[src/rtl/float_pack.sv]
// float_pack: internal float format, IEEE conversion helpers and dispatch enums
package float_pack;
  localparam int Ne = 6;
  localparam int Nm = 16;
  localparam int EBIAS = (1 << (Ne - 1)) - 1;
  typedef logic [Ne+Nm:0] float;
  typedef logic [31:0] float_ieee;
  typedef enum logic [1:0] {ADD, SUB, MUL, RSVD} copro_op_e;
  typedef enum logic [1:0] {IDLE, ISSUE, WAIT, DONE} copro_state_e;

  // Saturates exponent overflow (and inf/nan) to max-finite, flushes underflow and denormals to signed zero, truncates mantissa
  function automatic float float_ieee2float(input float_ieee x);
    int e;
    e = int'(x[30:23]) - 127 + EBIAS;
    if (x[30:23] == 8'd0 || e < 1) return {x[31], {(Ne+Nm){1'b0}}};
    if (x[30:23] == 8'hFF || e > (1 << Ne) - 1) return {x[31], {(Ne+Nm){1'b1}}};
    return {x[31], e[Ne-1:0], x[22:23-Nm]};
  endfunction

  // Every internal exponent fits the IEEE range, so only zero needs special handling
  function automatic float_ieee float2float_ieee(input float x);
    if (x[Ne+Nm-1:Nm] == '0) return {x[Ne+Nm], 31'd0};
    return {x[Ne+Nm], 8'(int'(x[Ne+Nm-1:Nm]) + 127 - EBIAS), x[Nm-1:0], {(23-Nm){1'b0}}};
  endfunction
endpackage

[src/rtl/copro_dispatch.sv]
// copro_dispatch: LM32 FP coprocessor front-end sequencer; COPRO_TIMEOUT_EN enables the WAIT abort counter
module copro_dispatch
  import float_pack::*;
#(
  parameter int TIMEOUT_CYCLES = 255
) (
  input  logic        clk_i,
  input  logic        rst_i,
  input  logic        user_valid,
  input  logic [10:0] user_opcode,
  input  logic [31:0] user_operand_0,
  input  logic [31:0] user_operand_1,
  output logic [31:0] user_result,
  output logic        user_complete,
  output logic        op_valid,
  output logic [1:0]  op_code,
  output float        op_a,
  output float        op_b,
  input  logic        op_ready,
  input  logic        res_valid,
  input  float        res_data,
  output logic        timeout_o
);
  copro_state_e state, state_n;
  float a_n, b_n;
  logic [1:0] code_n;
  logic [31:0] result_n;
  logic unused;
  assign unused = ^{user_opcode[10:2], TIMEOUT_CYCLES[0]};
`ifdef COPRO_TIMEOUT_EN
  localparam int CW = $clog2(TIMEOUT_CYCLES + 1);
  logic [CW-1:0] cnt, cnt_n;
  logic to_n;
  // WAIT-cycle counter and sticky abort flag
  always_ff @(posedge clk_i or posedge rst_i)
    if (rst_i) begin
      cnt <= '0;
      timeout_o <= 1'b0;
    end else begin
      cnt <= cnt_n;
      timeout_o <= to_n;
    end
`else
  assign timeout_o = 1'b0;
`endif
  // Next-state and next-register values; outputs are registered from these
  always_comb begin
    state_n = state;
    a_n = op_a;
    b_n = op_b;
    code_n = op_code;
    result_n = user_result;
`ifdef COPRO_TIMEOUT_EN
    cnt_n = cnt;
    to_n = timeout_o;
`endif
    unique case (state)
      IDLE:
        if (user_valid) begin
          if (copro_op_e'(user_opcode[1:0]) == RSVD) begin
            result_n = 32'd0;
            state_n = DONE;
          end else begin
            a_n = float_ieee2float(user_operand_0);
            b_n = float_ieee2float(user_operand_1);
            code_n = user_opcode[1:0];
            state_n = ISSUE;
          end
        end
      ISSUE: begin
        if (op_ready) state_n = WAIT;
`ifdef COPRO_TIMEOUT_EN
        cnt_n = '0;
`endif
      end
      WAIT: begin
        if (res_valid) begin
          result_n = float2float_ieee(res_data);
          state_n = DONE;
        end
`ifdef COPRO_TIMEOUT_EN
        else if (cnt == CW'(TIMEOUT_CYCLES - 1)) begin
          result_n = 32'h7FC0_0000;
          to_n = 1'b1;
          state_n = DONE;
        end else cnt_n = cnt + 1'b1;
`endif
      end
      default: state_n = IDLE;
    endcase
  end
  // State, operand and result registers; handshake outputs decoded from the next state
  always_ff @(posedge clk_i or posedge rst_i)
    if (rst_i) begin
      state <= IDLE;
      op_a <= '0;
      op_b <= '0;
      op_code <= '0;
      user_result <= '0;
      op_valid <= 1'b0;
      user_complete <= 1'b0;
    end else begin
      state <= state_n;
      op_a <= a_n;
      op_b <= b_n;
      op_code <= code_n;
      user_result <= result_n;
      op_valid <= state_n == ISSUE;
      user_complete <= state_n == DONE;
    end
endmodule

[config.mk]
export PLATFORM = sky130hd
export DESIGN_NAME = copro_dispatch
export DESIGN_NICKNAME = d
export VERILOG_FILES = /design/src/rtl/float_pack.sv /design/src/rtl/copro_dispatch.sv
export SDC_FILE = /design/constraint.sdc
export NUM_CORES = 1
export LEC_CHECK = 0
export CELL_PAD_IN_SITES_DETAIL_PLACEMENT = 2
export CELL_PAD_IN_SITES_GLOBAL_PLACEMENT = 2
export CORE_MARGIN = 2
export CORE_UTILIZATION = 23
export CTS_BUF_LIST = sky130_fd_sc_hd__clkbuf_4
export CTS_CLUSTER_SIZE = 25
export DETAILED_ROUTE_END_ITERATION = 7
export PLACE_DENSITY_LB_ADDON = 0.1
export SETUP_SLACK_MARGIN = 0.05
export SLEW_MARGIN = 20
export SYNTH_ARGS = -nofsm -noshare
export SYNTH_HDL_FRONTEND = slang
export SYNTH_SLANG_ARGS = --single-unit
[constraint.sdc]
create_clock -name clk_i -period 2.58 [get_ports clk_i]
set_input_delay 0.516 -clock clk_i [delete_from_list [all_inputs] [get_ports clk_i]]
set_output_delay 0.516 -clock clk_i [all_outputs]
set_load 0.01 [all_outputs]
==> results of run 1 <==
[power by group]
part	switching [µW]	leakage (µW)	internal [µW]	total, µW
Clock	434	0.0000839	397	830
Combinational	1220	0.00181	1670	2890
Sequential	322	0.000941	1740	2060
Total	1970	0.00284	3810	5780
[synth_stat cells, drive strengths merged (7+ instances only)]
cell      n
a2111oi  19
a21oi    10
a221o    24
a22o     23
buf      25
clkbuf   17
dfrtp    76
inv      11
nand2    33
nor2     18
nor3      7
o21ai    26
[sequential cells by signal (all words and copies together) (netlist names)]
| register | count |
|---|---|
| user_result | 24 |
| op_a | 23 |
| op_b | 23 |
| op_code | 2 |
| state | 2 |
| op_valid | 1 |
| user_complete | 1 |
[metrics by stage]
stage | util | worst slack [ps] | setup TNS (ps) | instance area, µm²
floorplan | - | 54.08 | 0 | 4149
global route | 0.3886 | 12.95 | 0 | 6721
CTS | 0.3803 | -11.25 | -32.20 | 6578
global placement | 0.3694 | -480.2 | -17180 | 6390
finish | 0.3886 | 126.4 | 0 | 6721
detailed placement | 0.3694 | -577.6 | -20460 | 6390
[cell type report]
type / count / share of cell area
sequential: 76 / 0.2829
timing repair buffer: 238 / 0.3390
tap: 225 / 0.04188
clock inverter: 5 / 0.01154
clock buffer: 10 / 0.01117
multi-input combinational: 262 / 0.3068
inverter: 11 / 0.006329
antenna: 1 / 0.0003723
[logic make-up after synthesis]
group	Yosys count
AO/OA/AOI/OAI	130
buffers and inverters	53
other	1
flip-flops	76
multiplexers	3
XOR/XNOR	11
AND/OR/NAND/NOR	104
adder cells (fa/ha/maj)	6
[worst max path at each step]
stage          slack [ps]  endpoint               start
2_1_floorplan          50  op_b[10]  user_operand_1[23]
3_3_place_gp         -480  op_b[21]  user_operand_1[23]
3_5_place_dp         -580  op_b[21]  user_operand_1[24]
4_1_cts               -10  op_b[12]  user_operand_1[24]
5_1_grt                10   op_b[7]  user_operand_1[26]
6_report              130  op_b[10]  user_operand_1[26]
[routing by layer]
layer | track usage | share of wire
met5 | 0 | 0
met4 | 0.04467 | 0.012
met3 | 0.03111 | 0.055
met2 | 0.2830 | 0.49
met1 | 0.2057 | 0.44
[timing repair]
item                                    CTS  global route
setup buffers                             0             2
pin swaps                                 0             6
gates resized for setup                   9            30
endpoints found under the setup margin   37            43
cloned                                    0             0
==> impl_metrics.csv, run 1 <==
group,metric,value,unit
worst_setup_path,max_stage_delay,530,ps
global_route,antenna_found_initial,1,
worst_setup_path,cp_top_family,"compound AO/OA/AOI/OAI gates",
final_layout,syn_to_final_growth,64.84,%
final_layout,final_common_cell,"clkdlybuf4s50_1",
worst_setup_path,cp-end-kind,"flip-flop",
synthesis,synth_edf_count,0,
die,start_util,0.2357,
worst_setup_path,cp_cell_sequence,"clkdlybuf4s50_1 > nand3_2 > or3_1 > a221o_1 > a21o_1 > buf_4 > a2111oi_2 > o21ai_1",
sta,drv_slew,0,
route,wl_per_cell,18.14,µm
sta,hold_slack,431.4,ps
worst_setup_path,cp_num_cells,8,
sta,final.period_utilization,0.9510,
synthesis,synth_cells,384,
synthesis,synthSimpleGateAreaFrac,0.1338,
cts,ctsHtreeMaxLevel,3,
synthesis,synthMuxAreaShare,0.007978,
sta,fin_skew,23.07,ps
synthesis,synth_top_area_cell,"dfrtp_1",
die,die_w,137.2,µm
synthesis,syn_area,4078,µm²
worst_setup_path,cp_num_buf_inv,2,
final_layout,instances_no_fill,828,
sta,rsz0062_at_grt,"false",
power_and_ir_drop,p_leak,0.002838,µW
global_route,grt_start_max_net_pins,28,
synthesis,synthAdderAreaFrac,0.01841,
place,portBuffers,154,
final_layout,multiInputGateArea,2062,µm²
global_route,grt_pass1_wl,23890,µm
route,drt_iter0_drc,75,
place,place.gp.congestion,0.7632,
route,viasPerCell,4.809,
cts,cts_buffers,9,
cts,cts_tree,"yes",
worst_setup_path,r2r_cells,7,
status,status,"finished clean",
worst_setup_path,rrSetupSlack,410,ps
synthesis,synth_xor_area_frac,0.02363,
die,row_count,48,
route,vias,3982,
synthesis,synth.avg_cell_area,10.62,µm²
cts,insertion_delay,430,ps
sta,period_needed,2454,ps
global_route,grt_usage,0.1629,
synthesis,ys_ff_latch,76,
worst_setup_path,worstPathArrival,2760,ps
route,wirelength,15020,µm
worst_setup_path,r2r-end,"op_a[0]",
global_route,grt_pass1_vias,4424,
final_layout,fill_cells,1874,
sta,slew_headroom,0.6400,
place,hpwl,11700,µm
synthesis,synth_top_area_frac,0.4664,
cts,path_clk_slew,130,ps
worst_setup_path,worstSetupPathType,"input port to flip-flop",
power_and_ir_drop,p_per_area,860.1,nW/µm²
flow_run,drv_cap,0,
synthesis,synth_cell_types,67,
cts,clock_path_buffers,2,
power_and_ir_drop,power.total,5781,µW
synthesis,synth_ff_type,"dfrtp_1",
route,detail-route-antenna-nets,0,
die,core-area,17300,µm²
final_layout,seqCellArea,1902,µm²
route,dr.pass1.iters,4,
sta,hold_viol,0,
worst_setup_path,cp_max_fo,8,
worst_setup_path,reg2reg_from,"state[0]",
synthesis,async_reset_ff_frac,1.000,
sta,finalSetupViolCount,0,
worst_setup_path,startpoint_type,"input port",
die,die-height,137.2,µm
cts,holdBufCountCts,0,
power_and_ir_drop,ir_drop,0.0003449,V
synthesis,ys_seq_area_frac,0.4664,
final_layout,drive_above_1_share,0.2326,
sta,tightest_slew,539.3,ps
worst_setup_path,required,2890,ps
synthesis,synth_top_family_by_area,"compound AO/OA/AOI/OAI gates",
sta,timing.fmax,407.6,MHz
final_layout,final_cell_mix,"clkdlybuf4s50_1, dfrtp_1, buf_4, nand2_1",
synthesis,synth_compound_area_frac,0.2673,
hold_path,hold_class,"input port to asynchronous set/reset pin",
die,pin_count,186,
synthesis,yosys-top-cells-area,"dfrtp_1, a221o_1, a22o_1",
cts,root_buffer,"clkbuf_4",
cts,cts.sinks,76,
route,drc,0,
worst_setup_path,cpMaxStageDelayCell,"clkdlybuf4s50_1",
global_route,grt-ovfl-total,0,
final_layout,num-nets-final,707,
die,dieArea,18810,µm²
synthesis,ys.warnings.count,0,
place,dpl.cell_count,810,
(Power assumes the default switching activity.)
==> inputs of run 2 (changes only) <==
Settings changed: SLEW_MARGIN 20 to unset.
==> results of run 2 <==
Same layout as run 1: the final DEF is identical, and so are final timing and power.
